[config.mk]
export PLATFORM = sky130hd
export DESIGN_NAME = piso_serializer
export DESIGN_NICKNAME = d
export VERILOG_FILES = /design/src/rtl/piso_serializer.sv
export SDC_FILE = /design/constraint.sdc
export NUM_CORES = 1
export LEC_CHECK = 0
export BUFFER_PORTS_ARGS = -buffer_cell sky130_fd_sc_hd__buf_4
export CAP_MARGIN = 20
export CORE_AREA = 5 5 42 44
export CTS_CLUSTER_DIAMETER = 100
export DETAILED_ROUTE_END_ITERATION = 10
export DIE_AREA = 0 0 47 49
export PLACE_DENSITY = 0.68
export REMOVE_ABC_BUFFERS = 1
export SLEW_MARGIN = 20
export SYNTH_ARGS = -nofsm -noshare
export SYNTH_HDL_FRONTEND = slang
export SYNTH_SLANG_ARGS = --single-unit
[constraint.sdc]
create_clock -name i_clk -period 1.5 [get_ports i_clk]
set_input_delay 0.15 -clock i_clk [delete_from_list [all_inputs] [get_ports i_clk]]
set_output_delay 0.15 -clock i_clk [all_outputs]
set_load 0.05 [all_outputs]
[src/rtl/piso_serializer.sv]
// piso_serializer: parallel-in/serial-out serializer with valid/ready input and framed serial output
// Optional even-parity bit after each word when PISO_SERIALIZER_PARITY_EN is defined.
// Ports:
//   i_clk    clock, rising edge
//   i_rst    synchronous reset, active-high
//   i_data   parallel word, sampled when i_valid & o_ready
//   i_valid  i_data valid
//   o_ready  a word can be accepted this cycle
//   o_sdata  registered serial bit (0 when o_svalid=0)
//   o_svalid o_sdata carries a bit
//   o_sfirst first bit of a word
//   o_busy   word in flight
module piso_serializer #(
  parameter int WIDTH     = 8,
  parameter bit MSB_FIRST = 1'b1
) (
  input  logic             i_clk,
  input  logic             i_rst,
  input  logic [WIDTH-1:0] i_data,
  input  logic             i_valid,
  output logic             o_ready,
  output logic             o_sdata,
  output logic             o_svalid,
  output logic             o_sfirst,
  output logic             o_busy
);
  localparam int CW = $clog2(WIDTH);
  localparam logic [1:0] S_IDLE  = 2'd0;
  localparam logic [1:0] S_SHIFT = 2'd1;
`ifdef PISO_SERIALIZER_PARITY_EN
  localparam logic [1:0] S_PAR   = 2'd2;
  logic r_par;
`endif
  logic [1:0]       r_state;
  logic [CW-1:0]    r_cnt;
  logic [WIDTH-1:0] r_shreg;
  logic [WIDTH-1:0] w_word;
  logic             r_sdata, r_svalid, r_sfirst;
  logic             w_last, w_acc;
  // Word reordered so the bit to send first is always at the top of the shifter
  always_comb
    for (int i = 0; i < WIDTH; i++)
      w_word[i] = MSB_FIRST ? i_data[i] : i_data[WIDTH-1-i];
  assign w_last = (r_state == S_SHIFT) && (r_cnt == CW'(WIDTH-1));
`ifdef PISO_SERIALIZER_PARITY_EN
  assign o_ready = !i_rst && (r_state == S_IDLE || r_state == S_PAR);
`else
  assign o_ready = !i_rst && (r_state == S_IDLE || w_last);
`endif
  assign w_acc    = i_valid && o_ready;
  assign o_sdata  = r_sdata;
  assign o_svalid = r_svalid;
  assign o_sfirst = r_sfirst;
  assign o_busy   = r_state != S_IDLE;
  always_ff @(posedge i_clk) begin
    if (i_rst) begin
      r_state  <= S_IDLE;
      r_cnt    <= '0;
      r_shreg  <= '0;
      r_sdata  <= 1'b0;
      r_svalid <= 1'b0;
      r_sfirst <= 1'b0;
`ifdef PISO_SERIALIZER_PARITY_EN
      r_par    <= 1'b0;
`endif
    end else if (w_acc) begin
      // First bit goes straight to the output register; the shifter holds the rest
      r_state  <= S_SHIFT;
      r_cnt    <= '0;
      r_shreg  <= w_word << 1;
      r_sdata  <= w_word[WIDTH-1];
      r_svalid <= 1'b1;
      r_sfirst <= 1'b1;
`ifdef PISO_SERIALIZER_PARITY_EN
      r_par    <= ^i_data;
`endif
    end else if (r_state == S_SHIFT && !w_last) begin
      r_cnt    <= r_cnt + 1'b1;
      r_shreg  <= r_shreg << 1;
      r_sdata  <= r_shreg[WIDTH-1];
      r_sfirst <= 1'b0;
`ifdef PISO_SERIALIZER_PARITY_EN
    end else if (w_last) begin
      r_state  <= S_PAR;
      r_sdata  <= r_par;
      r_sfirst <= 1'b0;
`endif
    end else begin
      r_state  <= S_IDLE;
      r_sdata  <= 1'b0;
      r_svalid <= 1'b0;
      r_sfirst <= 1'b0;
    end
  end
endmodule

==> key figures <==
Synth
  • Synth cell types: 17
  • Synthesized area: roughly 580 um2
  • Sequential fraction of the synthesis area: between 40 and 50%
  • Synth area leader: dfxtp_1
  • Post-synth top area share: 44.83%
  • Synth top area cells: dfxtp_1 45%, mux2i_1 12%, a211oi_2 6.5%
  • Primary FF master, synth: dfxtp_1
  • Ys async rst share: 0%
  • Post-synth EDFFs: 0
  • Synth warn: 0
  • Top-count cell post-synth: dfxtp_1
  • Synth Register Bits: 13
  • Synth cell count leaders: 13 x dfxtp_1, 9 x nor2_1, 7 x mux2i_1
  • Synthesized instance count: between 50 and 60
  • Mean Syn Cell Area: ~10 um2

Setup path
  • Crit-path max cell delay: 0.33 ns
  • CP delay by family, top: adder cells
  • Worst setup path start: r_cnt[0]$_SDFFE_PP0P_
  • Setup CP Type: flop to output port
  • Crit end category: output port
  • Crit path top cell by count: ha_2
  • Worst EP required: roughly 1.4 ns
  • Stages on the worst setup path: 5
  • Bufs and invs on worst path: 1
  • R2R Path End: r_shreg[3]$_SDFFE_PP0P_
  • Reg2reg start: r_cnt[0]$_SDFFE_PP0P_
  • Slowest-stage cell, CP: dfxtp_2
  • Worst setup SP type: flop
  • Worst R2R Setup Slack: around 0.13 ns
  • CP endpoint: o_ready
  • CP cell instances: ha_2, ha_2, nor2b_4, nor2_4, buf_8
  • Worst-path fanout max: 2
  • R2R depth: 6
  • Critical Path AT: 1.29 ns

STA
  • Final setup fails: 0
  • Max-slew headroom: 86.21%
  • Tightest Pin Transition: around 0.21 ns
  • RSZ-0062 raised after global routing: no
  • FMAX: ~700 MHz
  • Final Skew: between 0.0015 and 0.002 ns
  • Final Max Tran Viols: 0
  • Final period util: 96.28%
  • Fin. Hold Viols: 0
  • Minimum clock period: around 1.4 ns

Detailed routing
  • M1 WL: 462 um
  • Met2 wire len: just over 500 um
  • Drt wl/cell: about 11 um
  • Met3 WL post-DR: 66 um
  • Number of iterations in the first detailed-routing pass: 2
  • First-iteration detailed-routing DRC count: 4
  • Top sig layer: met4
  • Via Count: ~470
  • Final wirelength: approximately 1000 um
  • Detailed-route DRC error count: 0
  • Post-route ant nets: 0
  • Vias per cell: just over 5

Power
  • Static leakage: roughly 0.34 nW
  • Power Density: about 980 mW/mm2
  • VDD IR max: between 500 and 600 uV

Die
  • Num rows: 14
  • Initial Util: between 40% and 50%
  • Top-level port count: 16
  • Core area: 0.001401 mm2
  • Die area: approximately 0.0023 mm2
  • Chip Height: a little under 50 um
  • Die Width: between 40 and 50 um

Global routing
  • Final global-route overflow total: 0
  • GRT Util Overall: about a tenth
  • Initial antenna violation count: 0
  • Largest net degree at the start of global routing: 17
  • Vias in the first global route: roughly 480
  • First-pass GRT wire length: roughly 1900 um

Placed design
  • I/O Buffers: 15
  • Post-DP HPWL: ~740 um
  • Dpl cells: 86
  • Final GP Congestion: between 0.6 and 0.7

Clock tree
  • CTS Buffer Depth: 2
  • CTS root buf: clkbuf_4
  • CTS Buf Count: 3
  • TritonCTS clock tree: yes
  • H-Tree Depth: 1
  • Worst skew pair latency: between 0.2 and 0.3 ns
  • Worst-path clk slew: around 0.080 ns
  • Clock sink count: 13
  • Hold Buf Count CTS: 0

Run
  • Max-cap violations: 0

Status
  • Status: complete, no violations

Finish
  • Filler-free cell count of the finished design: just over 90
  • Area growth, synth to finish: 30.60%
  • Final Util: 54.11%
  • Ant. Diodes: 0
  • Final nets: 90
  • Ratio of cells with drive above 1 in the final layout: 42.11%

Worst hold path
  • Worst Hold Class: primary input to flop
[layout by cell type, fill, tap and decap left out, types with 2 or more instances in the layout]
| cell | synthesis | routed |
|---|---|---|
| a211oi_1 | 3 | 3 |
| a211oi_2 | 3 | 3 |
| a21oi_1 | 4 | 4 |
| buf_4 | 2 | 18 |
| clkbuf_4 | 0 | 3 |
| dfxtp_1 | 13 | 11 |
| dfxtp_2 | 0 | 2 |
| ha_2 | 0 | 2 |
| mux2i_1 | 7 | 7 |
| nand2_1 | 3 | 3 |
| nand2b_1 | 2 | 2 |
| nand3b_1 | 3 | 3 |
| nor2_1 | 9 | 8 |
[where the power goes]
group          internal (mW)  switching (mW)  leakage (nW)
clock network          0.103           0.107        0.0150
registers              0.368          0.0113         0.108
logic                 0.0709          0.0829         0.213
total                  0.542           0.201         0.336
[registers in the layout, indices dropped and copies added (netlist names)]
register and count:
o_sfirst 1, o_sdata 1, r_state 1, r_shreg 7, r_cnt 3
[layout make-up]
class,count,area [um2]
Clock buffer,4,26.28
Fill cell,137,643.1
Sequential cell,13,262.8
Timing Repair Buffer,19,150.1
Multi-Input combinational cell,40,299.0
Tap cell,16,20.02
[metrics by stage]
stage          total power [mW]  setup WS (ns)  area, um2  hold slack (ns)  TNS, ns
2_1_floorplan            0.4691        -0.5281      539.3           0.2146   -4.147
3_3_place_gp             0.5271         0.2099      686.9           0.4373        0
3_5_place_dp             0.5294         0.1678      686.9           0.4378        0
4_1_cts                  0.7469       0.001276      735.7           0.1489        0
5_1_grt                  0.7870       0.006156      758.2           0.1542        0
6_report                 0.7431        0.05585      758.2           0.1634        0
[worst min-delay path by stage]
stage               startpoint                       to  slack (ns)  cells past startpoint
global placement         i_rst  r_shreg[6]$_SDFFE_PP0P_        0.44                      2
finish               i_data[7]       o_sdata$_SDFF_PP0_        0.16                      3
global route         i_data[7]       o_sdata$_SDFF_PP0_        0.15                      3
floorplan                i_rst  r_shreg[2]$_SDFFE_PP0P_        0.21                      1
detailed placement       i_rst  r_shreg[7]$_SDFFE_PP0P_        0.44                      2
CTS                      i_rst  r_shreg[7]$_SDFFE_PP0P_        0.15                      2
[cells by family (layout without fill, tap and decap cells)]
kind of cell	after synthesis	after routing	share of synthesized area (%)
adders and majority gates	2	2	4.310
AOI/OAI and AO/OA	10	10	13.79
and+or+nand+nor	21	21	17.89
buffers and inverters	5	23	7.110
muxes	7	7	12.07
DFF	13	13	44.83
[timing repair]
| item | 4_1_cts | 5_1_grt |
|---|---|---|
| endpoints found under the setup margin | 1 | 1 |
| pin swaps | 1 | 0 |
| resized for setup | 3 | 7 |
| setup buffers | 2 | 0 |
[tightest hold or removal path: stages]
cell     delay, ns
buf_4         0.11
nand3_1       0.07
a21oi_1       0.06
[per-layer routing]
metal | vias up | track usage (%)
met2 | 14 | 18.10
li1 | 237 | -
met1 | 218 | 11.58
met5 | - | 0
met4 | 0 | 5.530
met3 | 2 | 2.214
Note: power is estimated with default switching activity, not from simulation.
